## config.mk

```make
export PLATFORM = sky130hd
export DESIGN_NAME = dispatch_rename
export DESIGN_NICKNAME = d
export VERILOG_FILES = /design/src/rtl/dispatch_rename_pkg.sv /design/src/rtl/dispatch_rename_rst_entry.sv /design/src/rtl/dispatch_rename.sv
export SDC_FILE = /design/constraint.sdc
export NUM_CORES = 1
export LEC_CHECK = 0
export CORE_MARGIN = 1.5
export CORE_UTILIZATION = 56
export DETAILED_ROUTE_END_ITERATION = 10
export PLACE_DENSITY = 0.86
export SYNTH_ARGS = -nofsm -noshare
export SYNTH_HDL_FRONTEND = slang
export SYNTH_SLANG_ARGS = --single-unit
```

## constraint.sdc

```tcl
create_clock -name clk -period 7.8 [get_ports clk]
set_input_delay 1.56 -clock clk [delete_from_list [all_inputs] [get_ports clk]]
set_output_delay 1.56 -clock clk [all_outputs]
set_load 0.005 [all_outputs]
```

## src/rtl/dispatch_rename_pkg.sv

```systemverilog
// Shared widths, register-status-table entry and dispatch packet types for the rename stage.
package dispatch_rename_pkg;

    localparam int unsigned TAG_WIDTH       = 6;
    localparam int unsigned REG_ADDR_WIDTH  = 5;
    localparam int unsigned NUM_ARCH_REGS   = 32;
    localparam int unsigned RST_ENTRY_WIDTH = 1 + TAG_WIDTH;

    typedef struct packed {
        logic                 pending;
        logic [TAG_WIDTH-1:0] tag;
    } rst_entry_t;

    typedef struct packed {
        logic                 valid;
        logic [TAG_WIDTH-1:0] rs_tag;
        logic                 rs_ready;
        logic [TAG_WIDTH-1:0] rt_tag;
        logic                 rt_ready;
        logic [TAG_WIDTH-1:0] rd_tag;
        logic                 rd_write;
    } disp_pkt_t;

    // A source is ready if nothing is pending on it or its producer is on the CDB right now.
    function automatic logic src_ready(input rst_entry_t e, input logic cdb_valid,
                                       input logic [TAG_WIDTH-1:0] cdb_tag);
        return !e.pending || (cdb_valid && (cdb_tag == e.tag));
    endfunction

endpackage

```

## src/rtl/dispatch_rename_rst_entry.sv

```systemverilog
// One register-status-table entry: holds {pending, tag} and clears itself on a matching CDB tag.
module rst_entry
    import dispatch_rename_pkg::*;
(
    input  logic                 clk,
    input  logic                 reset,
    input  logic                 flush_i,
    input  logic                 wr_en_i,
    input  logic [TAG_WIDTH-1:0] wr_tag_i,
    input  logic [TAG_WIDTH-1:0] cdb_tag_i,
    input  logic                 cdb_valid_i,
    output rst_entry_t           entry_o
);

    rst_entry_t entry_q, entry_d;

    // Flush beats a new mapping, and a new mapping beats a CDB clear of the old one.
    always_comb begin
        entry_d = entry_q;
        if (flush_i) begin
            entry_d = '0;
        end else if (wr_en_i) begin
            entry_d.pending = 1'b1;
            entry_d.tag     = wr_tag_i;
        end else if (cdb_valid_i && entry_q.pending && (cdb_tag_i == entry_q.tag)) begin
            entry_d.pending = 1'b0;
        end
    end

    always_ff @(posedge clk or posedge reset) begin
        if (reset) begin
            entry_q <= '0;
        end else begin
            entry_q <= entry_d;
        end
    end

    assign entry_o = entry_q;

endmodule

```

## src/rtl/dispatch_rename.sv

```systemverilog
// Rename/dispatch stage: source lookup in the RST, free-tag pop for the destination, registered packet out.
module dispatch_rename #(
    parameter int unsigned TAG_WIDTH      = dispatch_rename_pkg::TAG_WIDTH,
    parameter int unsigned REG_ADDR_WIDTH = dispatch_rename_pkg::REG_ADDR_WIDTH
) (
    input  logic                      clk,
    input  logic                      reset,
    input  logic                      flush,
    input  logic                      disp_valid,
    input  logic [REG_ADDR_WIDTH-1:0] disp_rs,
    input  logic [REG_ADDR_WIDTH-1:0] disp_rt,
    input  logic [REG_ADDR_WIDTH-1:0] disp_rd,
    input  logic                      disp_reg_write,
    input  logic                      iq_full,
    input  logic                      ef_tf,
    input  logic [TAG_WIDTH-1:0]      tagout_tf,
    output logic                      ren_tf,
    input  logic [TAG_WIDTH-1:0]      cdb_tag,
    input  logic                      cdb_valid,
    output logic                      disp_ready,
    output logic                      out_valid,
    output logic [TAG_WIDTH-1:0]      out_rs_tag,
    output logic [TAG_WIDTH-1:0]      out_rt_tag,
    output logic                      out_rs_ready,
    output logic                      out_rt_ready,
    output logic [TAG_WIDTH-1:0]      out_rd_tag,
    output logic                      out_rd_write
);
    import dispatch_rename_pkg::*;

    localparam int unsigned NUM_ENTRIES = 2 ** REG_ADDR_WIDTH;

    logic       wr;
    logic       fire;
    rst_entry_t rst_tbl [NUM_ENTRIES];
    rst_entry_t rs_ent, rt_ent;
    disp_pkt_t  pkt_d, pkt_q;

    // Register 0 is hard-wired, so it never consumes a tag.
    assign wr         = disp_reg_write && (disp_rd != '0);
    assign disp_ready = !reset && !iq_full && !(wr && ef_tf) && !flush;
    assign fire       = disp_valid && disp_ready;
    assign ren_tf     = fire && wr;

    for (genvar i = 0; i < NUM_ENTRIES; i++) begin : g_rst
        rst_entry u_entry (
            .clk         (clk),
            .reset       (reset),
            .flush_i     (flush),
            .wr_en_i     (ren_tf && (disp_rd == REG_ADDR_WIDTH'(i))),
            .wr_tag_i    (tagout_tf),
            .cdb_tag_i   (cdb_tag),
            .cdb_valid_i (cdb_valid),
            .entry_o     (rst_tbl[i])
        );
    end

    // Lookups see the mapping before this cycle's destination write.
    always_comb begin
        rs_ent = rst_tbl[disp_rs];
        rt_ent = rst_tbl[disp_rt];
        if (disp_rs == '0) rs_ent = '0;
        if (disp_rt == '0) rt_ent = '0;
    end

    always_comb begin
        pkt_d = '0;
        if (fire) begin
            pkt_d.valid    = 1'b1;
            pkt_d.rs_tag   = rs_ent.tag;
            pkt_d.rs_ready = src_ready(rs_ent, cdb_valid, cdb_tag);
            pkt_d.rt_tag   = rt_ent.tag;
            pkt_d.rt_ready = src_ready(rt_ent, cdb_valid, cdb_tag);
            pkt_d.rd_tag   = wr ? tagout_tf : '0;
            pkt_d.rd_write = wr;
        end
    end

    always_ff @(posedge clk or posedge reset) begin
        if (reset) begin
            pkt_q <= '0;
        end else if (flush) begin
            pkt_q <= '0;
        end else begin
            pkt_q <= pkt_d;
        end
    end

    assign out_valid    = pkt_q.valid;
    assign out_rs_tag   = pkt_q.rs_tag;
    assign out_rs_ready = pkt_q.rs_ready;
    assign out_rt_tag   = pkt_q.rt_tag;
    assign out_rt_ready = pkt_q.rt_ready;
    assign out_rd_tag   = pkt_q.rd_tag;
    assign out_rd_write = pkt_q.rd_write;

endmodule

```

# Word level (Yosys, flattened, before mapping)
# Cells that the tools add are included.
classes:
  addsub: 0
  multipliers: 0
  n_div: 0
  order_cmp: 2
  eq_ne: 65
  shift: 0
  n_mux: 139
  bitwise_logic: 2
  n_reduce_logical: 181
ops:
  columns: ["op", "count"]
  rows:
  - ["$mux W7", 38]
  - ["$eq A6 B6 Y1", 34]
  - ["$mux W6", 33]
  - ["$logic_and A1 B1 Y1", 105]
  - ["$reduce_bool A3 Y1", 32]
  - ["$eq A5 B5 Y1 const B", 16]
  - ["$bmux W7 S5", 2]
  - ["$mux W1", 64]
  - ["$reduce_bool A2 Y1", 32]
  - ["$mux W22", 2]
  - ["$eq A5 B4 Y1 const B", 8]
  - ["$eq A5 B3 Y1 const B", 4]
  - ["$logic_not A5 Y1", 3]
  - ["$ge A6 B6 Y1 const B", 2]
  - ["$not A5 Y6", 2]
  - ["$eq A5 B2 Y1 const B", 2]
  - ["$logic_not A1 Y1", 6]
  - ["$eq A5 B1 Y1 const B", 1]
  - ["$reduce_bool A5 Y1", 1]
  - ["$logic_or A1 B1 Y1", 2]
totals:
  regBits: 246
  latchBits: 0
  ram_bits: 0
  romBits: 0
  input_bits: 35
  output_inout_bits: 24
  word_cells: 460
  mem_count: 0

# Depth between registers and ports, before layout
# Gate-level depths: netlist of run 1.
logic_depth:
  ltp_word: 11
  mapped_depth: 11
  mapped_depth_nobuf: 9

# Modules after synthesis
# Synthesis of run 1 repeated with hierarchy kept, for this count alone.
unflattened:
  cells_unflattened: 1483
  area_unflattened_um2: 16370.7
by_module_without_submodules:
  columns: ["mod", "instances", "cells_each", "area_each_um2", "seq_area_each_um2"]
  rows:
  - ["rst_entry", 32, 32, 355.3, 175.2]
  - ["dispatch_rename", 1, 459, 4999.8, 550.5]

# Worst setup path after synthesis of run 1
# OpenSTA, ideal clock, no wires.
synth_timing:
  kind: "input to output"
  start: "input disp_rd[4]"
  end: "output ren_tf"
  arrival_time_ns: 2.325
  t_required_ns: 6.240
  setup_slack_ns: 3.915
  path_stages: 5
  path_buffers: 1
  cell_sequence: "clkbuf_1 -> nor2_1 -> a21boi_1 -> nand4_1 -> inv_1"
synth_via:
  elab_chain_cells: 8
synth_lines:
  columns: ["element", "line", "source"]
  rows:
  - ["from (decl)", "dispatch_rename.sv:12", "input logic [REG_ADDR_WIDTH-1:0] disp_rd,"]
  - ["$reduce_bool A5 Y1 *", "dispatch_rename.sv:40", "assign wr = disp_reg_write && (disp_rd != '0);"]
  - ["$logic_and A1 B1 Y1 *", "dispatch_rename.sv:40", null]
  - ["$logic_and A1 B1 Y1", "dispatch_rename.sv:41", "assign disp_ready = !reset && !iq_full && !(wr && ef_tf) && !flush;"]
  - ["$logic_not A1 Y1", "dispatch_rename.sv:41", null]
  - ["$logic_and A1 B1 Y1 (2 in a row)", "dispatch_rename.sv:41", null]
  - ["$logic_and A1 B1 Y1", "dispatch_rename.sv:42", "assign fire = disp_valid && disp_ready;"]
  - ["$logic_and A1 B1 Y1 *", "dispatch_rename.sv:43", "assign ren_tf = fire && wr;"]
  - ["to (decl)", "dispatch_rename.sv:17", "output logic ren_tf,"]
# Mark *: on every way between the ends. The rest lies on a longest branch, timed or not.

# Worst setup path in the final report of run 1
layout_timing:
  start: "input disp_rd[1]"
  end: "output ren_tf"
# The elaborated chain is that of the path after synthesis.

==> impl.org, run 1 <==
** Outcome
- The flow ran to the end, and the final reports show no timing, DRC or antenna violations.

** Global routing
- For met1 alone, demand over resource in global routing was 44.8%.
- Entering global routing, the biggest net connects 119 pins.
- Met2 track demand over resource in global routing :: 53.9%
- The number of antenna violations at the first check in global routing was 5.
- The total overflow left after global routing is 0.
- met2 is the most crowded layer.
- Vias in the first global route :: 13,900
- The first global-routing pass estimated 81,000 um of wire.
- Global routing consumed, on the met3 layer, 16.2% of the routing resources.
- Global-route total usage across every layer :: 37.1%

** Synthesis
- Multiplexer cells account for 21.5% of the synthesized area.
- Summing the areas of all fa, ha and maj instances in the mapped netlist gives 0% of the synthesized area.
- Post-synthesis cell count :: 1,542
- Simple-Gate Fraction of Synth Area :: 14.2%
- Sequential fraction of the synthesis area :: 39.0%
- Synthesis-stage register bit count :: 246
- Of all flip-flops after synthesis, the portion carrying an async set or reset was 100%.
- After synthesis, the largest family of logic cells by area is multiplexers.
- Xor and xnor fraction of the mapped netlist area :: 11.0%
- In this run the mean area of a mapped cell was 10.2 um2.
- Number of distinct standard cells referenced by the synthesized netlist :: 56
- Main synth FF type :: sky130_fd_sc_hd__dfrtp_1
- Syn nets :: 1,577
- Counting flops with a built-in enable in the synthesized netlist gives 0.
- Compound-cell area share of the yosys netlist :: 9.81%
- Synth warn :: 0
- Post-synthesis cell area :: 0.0158 mm2

** Clocking
- Cts bufs inserted :: 27
- CTS saw 246 sinks.
- Once the clock tree was built, the setup fixing pass inserted 0 buffers.
- The longest clock path from root to sink contains 3 buffers.
- Total of cells resized after clock tree synthesis :: 0
- The later pin in the worst-skew pair is clocked with a latency of 570 ps.
- CTS built an H-tree with a depth of 1.
- Clock Root Buffer :: sky130_fd_sc_hd__clkbuf_16
- TritonCTS built the clock tree.
- CTS clock-pin slew for the worst setup and hold paths :: 60 ps
- Number of buffers inserted by hold repair at cts :: 0

** Setup path
- Kind of cell adding the most delay to the critical path :: buffers and inverters
- Cells along the critical path :: clkdlybuf4s50_1 > nor3_2 > buf_4 > a21boi_1 > nand4_1 > inv_1 > clkdlybuf4s50_1
- The cell that appears most often on the critical path is sky130_fd_sc_hd__clkdlybuf4s50_1.
- The setup path with the least slack is of type in2out.
- Across all register-to-register paths, the minimum setup slack is 5240 ps.
- For this run, the slowest stage of the critical path takes 780 ps.
- At the worst endpoint, the required time is 6240 ps.
- In this run the worst path has a maximum fanout of 22.
- CP endpoint kind :: primary output
- The number of buffers and inverters on the critical path is 4.
- Worst setup SP type :: primary input
- Endpoint arrival time on the critical path :: 3900 ps
- Crit-path slowest cell :: sky130_fd_sc_hd__clkdlybuf4s50_1

** Layout
- The library cell used most frequently in the layout, excluding fill and tap cells, is sky130_fd_sc_hd__dfrtp_1.
- In the final layout, flip-flops and latches occupy 0.00616 mm2.
- Count of fill cells added during filler insertion :: 2,124
- Area Overhead vs Synth :: 9.30%
- The top cell types in the final layout, fill and taps aside, are sky130_fd_sc_hd__dfrtp_1 (246), sky130_fd_sc_hd__nand2_1 (192), sky130_fd_sc_hd__a21oi_1 (191), sky130_fd_sc_hd__nand3_1 (131), sky130_fd_sc_hd__mux4_2 (124).
- Fraction of final layout cells with drive strength greater than 1 :: 14.9%
- In the final design database the tool counted 1,551 nets.
- Summing all multi-input logic gate instances after layout gives 0.00897 mm2.

** Power and ir drop
- The completed layout was analyzed and its total power is 2.81 mW.
- Leakage :: 6.81 nW
- VDD IR max :: 0.154 mV
- For this design the ratio of total power to cell area is 163 mW/mm2.

** Die
- Die Span X :: 171 um
- Once the floorplan was initialized, standard cells occupied 56.8% of the core.
- CORE AREA :: 0.0278 mm2
- Std cell rows :: 61
- Pin placement for this block handled 59 I/O pins.
- Die Area :: 0.0292 mm2
- Die outline height :: 171 um

** Timing
- In this run the tightest slew margin relative to its limit is 31.0%.
- RSZ-0062 raised after global routing :: false
- Fmax achieved :: 183 MHz
- For the final database, setup skew stands at 23.4 ps.
- Endpoints failing setup :: 0
- The worst path uses 70.0% of the clock period.
- The max-slew violation total from the final report came to 0.
- At the pin with the least slew margin, the transition time is 1030 ps.
- After layout, the minimum clock period comes to 5460 ps.
- Final-layout setup total negative slack :: 0 ps
- Worst Hold Margin :: 553 ps
- The number of hold violations in the final report came to 0.

** Route
- Final routed DRC violation total :: 0
- After detailed routing, the average wire length per cell comes to 27.4 um.
- DRC marker count from the first detailed-route iteration :: 2,652
- Number of optimization iterations in the first detailed-route pass :: 6
- Number of antenna-violating nets in the routed design :: 0
- For this block, the routed nets add up to 52,400 um of wire.
- Total number of vias :: 13,900
- In the routed layout, each cell is associated on average with a via count of 7.26.

** Placed design
- Port buffering added 58 buffers.
- Detailed placement ended at an HPWL of 32,300 um.
- GPL Wtd Cong :: 1.04

** Job
- Max-capacitance violation count :: 0

** Hold path
- Min-delay worst type :: reg2reg
-- metal layers --
metal  vias up  part of all wire (%)
li1       5519                     -
met1      6635                    32
met2      1352                    43
met3       389                    17
met4         6                   8.0
met5         -                 0.067
-- state kept, by name, summed over array words and instances, names as in the netlist --
| name | flops |
|---|---|
| out_rs_tag | 6 |
| out_rt_tag | 6 |
| g_rst.u_entry.entry_o | 224 |
| out_valid | 1 |
| out_rd_tag | 6 |
| out_rt_ready | 1 |
| out_rd_write | 1 |
| out_rs_ready | 1 |
-- cell families after synthesis --
group	count (synthesis)
XOR/XNOR	199
AO/OA/AOI/OAI	276
AND/OR/NAND/NOR	481
buffers and inverters	156
multiplexers	184
flip-flops	246
-- through the flow --
step | std cells | cell area, um2 | utilization, % | worst slack (ps)
floorplan | 1542 | 15800 | - | 3010
global placement | 1865 | 16400 | 59.1 | 2600
detailed placement | 1865 | 16400 | 59.1 | 2390
CTS | 1914 | 17300 | 62.1 | 2370
global route | 1914 | 17300 | 62.1 | 2230
finish | 1916 | 17300 | 62.1 | 2340
-- path summary, 6_finish.rpt --
path	cells past startpoint	start	endpoint
setup / recovery	7	disp_rd[1]	ren_tf
hold / removal	2	g_rst[28].u_entry.entry_o[6]	g_rst[28].u_entry.entry_o[6]
setup reg to reg	7	g_rst[30].u_entry.entry_o[4]	out_rs_ready
hold reg to reg	2	g_rst[28].u_entry.entry_o[6]	g_rst[28].u_entry.entry_o[6]
max in group asynchronous	3	reset	g_rst[9].u_entry.entry_o[6]
min in group asynchronous	2	reset	out_rt_tag[4]
-- cells in the mapped netlist (all sizes together), types with 2 or more instances --
cell type,n,area share [%]
nand4,36,1.4
and3,2,0.079
nor3b,5,0.30
a21oi,191,6.1
o22ai,3,0.12
xnor2,100,5.5
o41ai,23,1.3
mux4,124,18
clkbuf,92,2.2
buf,53,2.0
clkinv,2,0.048
nand3b,4,0.19
mux2i,54,3.4
a22oi,7,0.33
inv,9,0.21
or4,10,0.48
a32oi,2,0.11
nor2,67,1.6
xor2,99,5.5
nand2b,3,0.12
nand3,131,4.2
o21ai,35,1.1
nor2b,9,0.36
and2,9,0.36
mux2,6,0.43
nor3,7,0.22
a211oi,2,0.095
nand2,192,4.6
and3b,2,0.11
dfrtp,246,39
-- tightest hold or removal path, stage by stage, from the launching register on --
cell and delay [ps]:
sky130_fd_sc_hd__dfrtp_1 360, sky130_fd_sc_hd__a21oi_1 70, sky130_fd_sc_hd__nor2_1 80
-- where the power goes --
group          total [mW]  switching, mW  internal, mW
Sequential           1.28       0.000840          1.28
Clock                1.23          0.538         0.695
Combinational       0.299          0.210        0.0886
Total                2.81          0.749          2.06
-- cell type report --
class,instances,area share (%)
sequential,246,35.7
multi-input combinational,1140,51.9
inverter,11,0.261
clock buffer,42,4.59
antenna,2,0.0290
timing repair buffer,90,4.53
tap,378,2.74
clock inverter,7,0.246
Note: power is estimated with default switching activity, not from simulation.
==> run 2, diff against run 1 <==
==> constraint.sdc (replaced) <==
create_clock -name clk -period 4.4 [get_ports clk]
set_input_delay 0.88 -clock clk [delete_from_list [all_inputs] [get_ports clk]]
set_output_delay 0.88 -clock clk [all_outputs]
set_load 0.005 [all_outputs]
==> run 2 against run 1 <==
- core utilization is 1.2 points higher
- count of clock-buffer cells in the layout fell by 3
- hold slack got worse by 14 ps
- critical path type unchanged
- sequential cell count stayed put
- total power is 87% higher
- critical endpoint unchanged
- largest cell class unchanged
- sequential power rose by 77%
- clock power rose by 98%
- largest power group is now the clock network
- combinational power is 82% higher
- final area increased by 1.9%
- wire length down 0.37%
==> impl.org, run 2 (synthesized netlist as in run 1, its figures left out) <==
** Route
- The detailed-route wire length per cell is 27.0 um (-1.2%).
- Final routed DRC violation total :: 0 (unchanged)
- DRC marker count from the first detailed-route iteration :: 1,963 (-26%)
- The detailed-routing iteration count for the pre-antenna-repair pass was 5 (-1).
- The detailed-route via count came to 13,800 (-0.90%).
- The count of nets left with antenna violations after detail routing was 0 (unchanged).
- The number of vias per cell came to 7.13 (-1.7%).
- The overall routed net length came to 52,200 um (-0.37%).

** Power and ir drop
- Leakage :: 6.96 nW (+2.3%)
- The power per cell area is 298 mW/mm2 (+83%).
- The worst vdd rail ir drop is 0.259 mV (+69%).
- Overall Power :: 5.25 mW (+87%)

** Die
- The count of pins on the block boundary is 59 (unchanged).
- Die Span X :: 171 um (unchanged)
- Starting density of the core :: 56.8% (unchanged)
- The count of standard-cell rows was 61 (unchanged).
- The core footprint is 0.0278 mm2 (unchanged).
- Die Area :: 0.0292 mm2 (unchanged)
- The die height came to 171 um (unchanged).

** Clocking
- Clock sink count :: 246 (unchanged)
- The maximum number of buffers from clock root to sink is 3 (unchanged).
- CTS H-tree depth :: 1 (unchanged)
- The number of cells upsized or downsized after cts was 0 (unchanged).
- The worst-skew pair later-pin latency is 560 ps (about the same).
- Clock Root Buffer :: sky130_fd_sc_hd__clkbuf_16
- The clock-pin slew on the worst setup and hold paths is 60 ps (about the same).
- TritonCTS built the clock tree.
- Cts bufs inserted :: 26 (-3.7%)
- The post-CTS repair timing setup buffer count was 0 (unchanged).
- The total of hold buffers inserted after clock tree synthesis was 0 (unchanged).

** Timing
- Setup repair after global routing left no endpoint under its margin.
- The headroom to the max-slew limit was 24.6% (-6.4 points).
- The worst-case clock skew came to 31.5 ps (+8.09 ps).
- The slew at the pin closest to its max-slew limit was 1130 ps (+95.9 ps).
- Fmax achieved :: 271 MHz
- The number of hold violations in the final report was 0 (unchanged).
- The final critical path takes up 83.7% of the cycle.
- Max-slew violation total from the final report :: 0 (unchanged)
- Endpoints failing setup :: 0 (unchanged)
- Final-layout setup total negative slack :: 0 ps (unchanged)
- The smallest clock period supported by the final layout is computed as 3680 ps.
- The minimum hold slack was 539 ps (-13.9 ps).

** Job
- Max-capacitance violation count :: 0 (unchanged)

** Layout
- The count of inserted antenna diode cells was 0 (-2).
- Flip-flop count of the largest register after layout :: 224 (unchanged)
- The layout net count was 1,569 (+1.2%).
- End-of-flow core utilization :: 63.3% (+1.2 points)
- Most common cell after layout, fill and taps aside :: sky130_fd_sc_hd__dfrtp_1
- Area of the multi-input gates :: 0.00897 mm2 (unchanged)
- Count of fill cells added during filler insertion :: 2,153 (+1.4%)
- Most frequent cells in the layout :: sky130_fd_sc_hd__dfrtp_1 (246), sky130_fd_sc_hd__nand2_1 (192), sky130_fd_sc_hd__a21oi_1 (191), sky130_fd_sc_hd__nand3_1 (131), sky130_fd_sc_hd__mux4_2 (124)
- Area Overhead vs Synth :: 11.4%
- The layout cell share with drive strength beyond 1 is 16.0% (+1.1 points).
- The register area is 0.00616 mm2 (unchanged).

** Setup path
- Top fanout value on the critical path :: 11 (-50%)
- Endpoint arrival time on the critical path :: 2800 ps (-1100 ps)
- In this run the critical register-to-register path is launched from g_rst[21].u_entry.entry_o[3].
- Critical Path RT :: 3520 ps (-2720 ps)
- Tracing the worst setup path back leads to its startpoint at disp_rd[1].
- The setup path with the least slack is of type in2out.
- The path depth of the worst reg2reg path came to 6 (-1).
- Capturing element of the worst setup path :: ren_tf
- R2r setup slk :: 1980 ps (-3260 ps)
- In this run the critical register-to-register path is captured at out_rs_ready.
- The worst setup path is launched from a primary input.
- CP endpoint kind :: primary output

** Placed design
- GPL Wtd Cong :: 1.02 (-1.6%)
- The count of port buffers added during placement came to 58 (unchanged).
- The HPWL after detailed placement was 34,200 um (+5.6%).

** Global routing
- Global-route total usage across every layer :: 37.0% (-0.093 points)
- Pin count of the biggest net entering global routing :: 167 (+40%)
- The number of antenna violations at the first check in global routing is 0 (-5).
- The wire length of the first global-routing pass is 81,000 um (about the same).
- GRT Residual Overflow :: 0 (unchanged)
- Vias in the first global route :: 13,700 (-1.1%)

** Hold path
- The tightest min-delay check is of the reg2reg type.

** Outcome
- The flow ran to the end, and the final reports show no timing, DRC or antenna violations.
-- run 2: worst max-delay path: stages --
cell and delay, ps:
sky130_fd_sc_hd__clkdlybuf4s50_1 700, sky130_fd_sc_hd__nor3_2 110, sky130_fd_sc_hd__a21boi_1 180, sky130_fd_sc_hd__nand4_1 310, sky130_fd_sc_hd__inv_1 120, sky130_fd_sc_hd__clkdlybuf4s50_1 510
-- run 2: final cells by class --
type	instances	share of cell area, %
clock buffer	39	4.38
clock inverter	9	0.996
inverter	11	0.256
multi-input combinational	1140	51.0
sequential	246	35.0
timing repair buffer	109	5.68
tap	378	2.69
-- run 2: routing by layer --
layer / GRT usage (%) / up-vias / share of wire (%)
li1: - / 5542 / -
met1: 46.2 / 6704 / 34
met2: 55.8 / 1171 / 44
met3: 11.3 / 359 / 14
met4: 24.3 / 0 / 8.0
met5: 0 / - / 0
-- run 2: power breakdown --
| group | total (mW) | internal, mW | switching (mW) |
|---|---|---|---|
| logic | 0.544 | 0.170 | 0.373 |
| registers | 2.27 | 2.26 | 0.00153 |
| clock network | 2.44 | 1.50 | 0.940 |
| total | 5.25 | 3.93 | 1.32 |
-- run 2: worst min path at each step --
stage / startpoint / endpoint / slack (ps) / cells after the start
after floorplan: g_rst[26].u_entry.entry_o[6] / g_rst[26].u_entry.entry_o[6] / 490 / 2
after global placement: g_rst[26].u_entry.entry_o[6] / g_rst[26].u_entry.entry_o[6] / 510 / 2
after detailed placement: g_rst[7].u_entry.entry_o[6] / g_rst[7].u_entry.entry_o[6] / 530 / 2
after CTS: g_rst[0].u_entry.entry_o[2] / g_rst[0].u_entry.entry_o[2] / 540 / 1
after global routing: g_rst[0].u_entry.entry_o[2] / g_rst[0].u_entry.entry_o[2] / 580 / 1
final: g_rst[0].u_entry.entry_o[2] / g_rst[0].u_entry.entry_o[2] / 540 / 1
-- run 2: stage by stage --
stage               area [um2]  cells  setup slack [ps]
finish                   17600   1932               716
global route             17600   1932               601
CTS                      17600   1932               708
detailed placement       16600   1884               452
global placement         16600   1884               590
floorplan                15800   1542               288
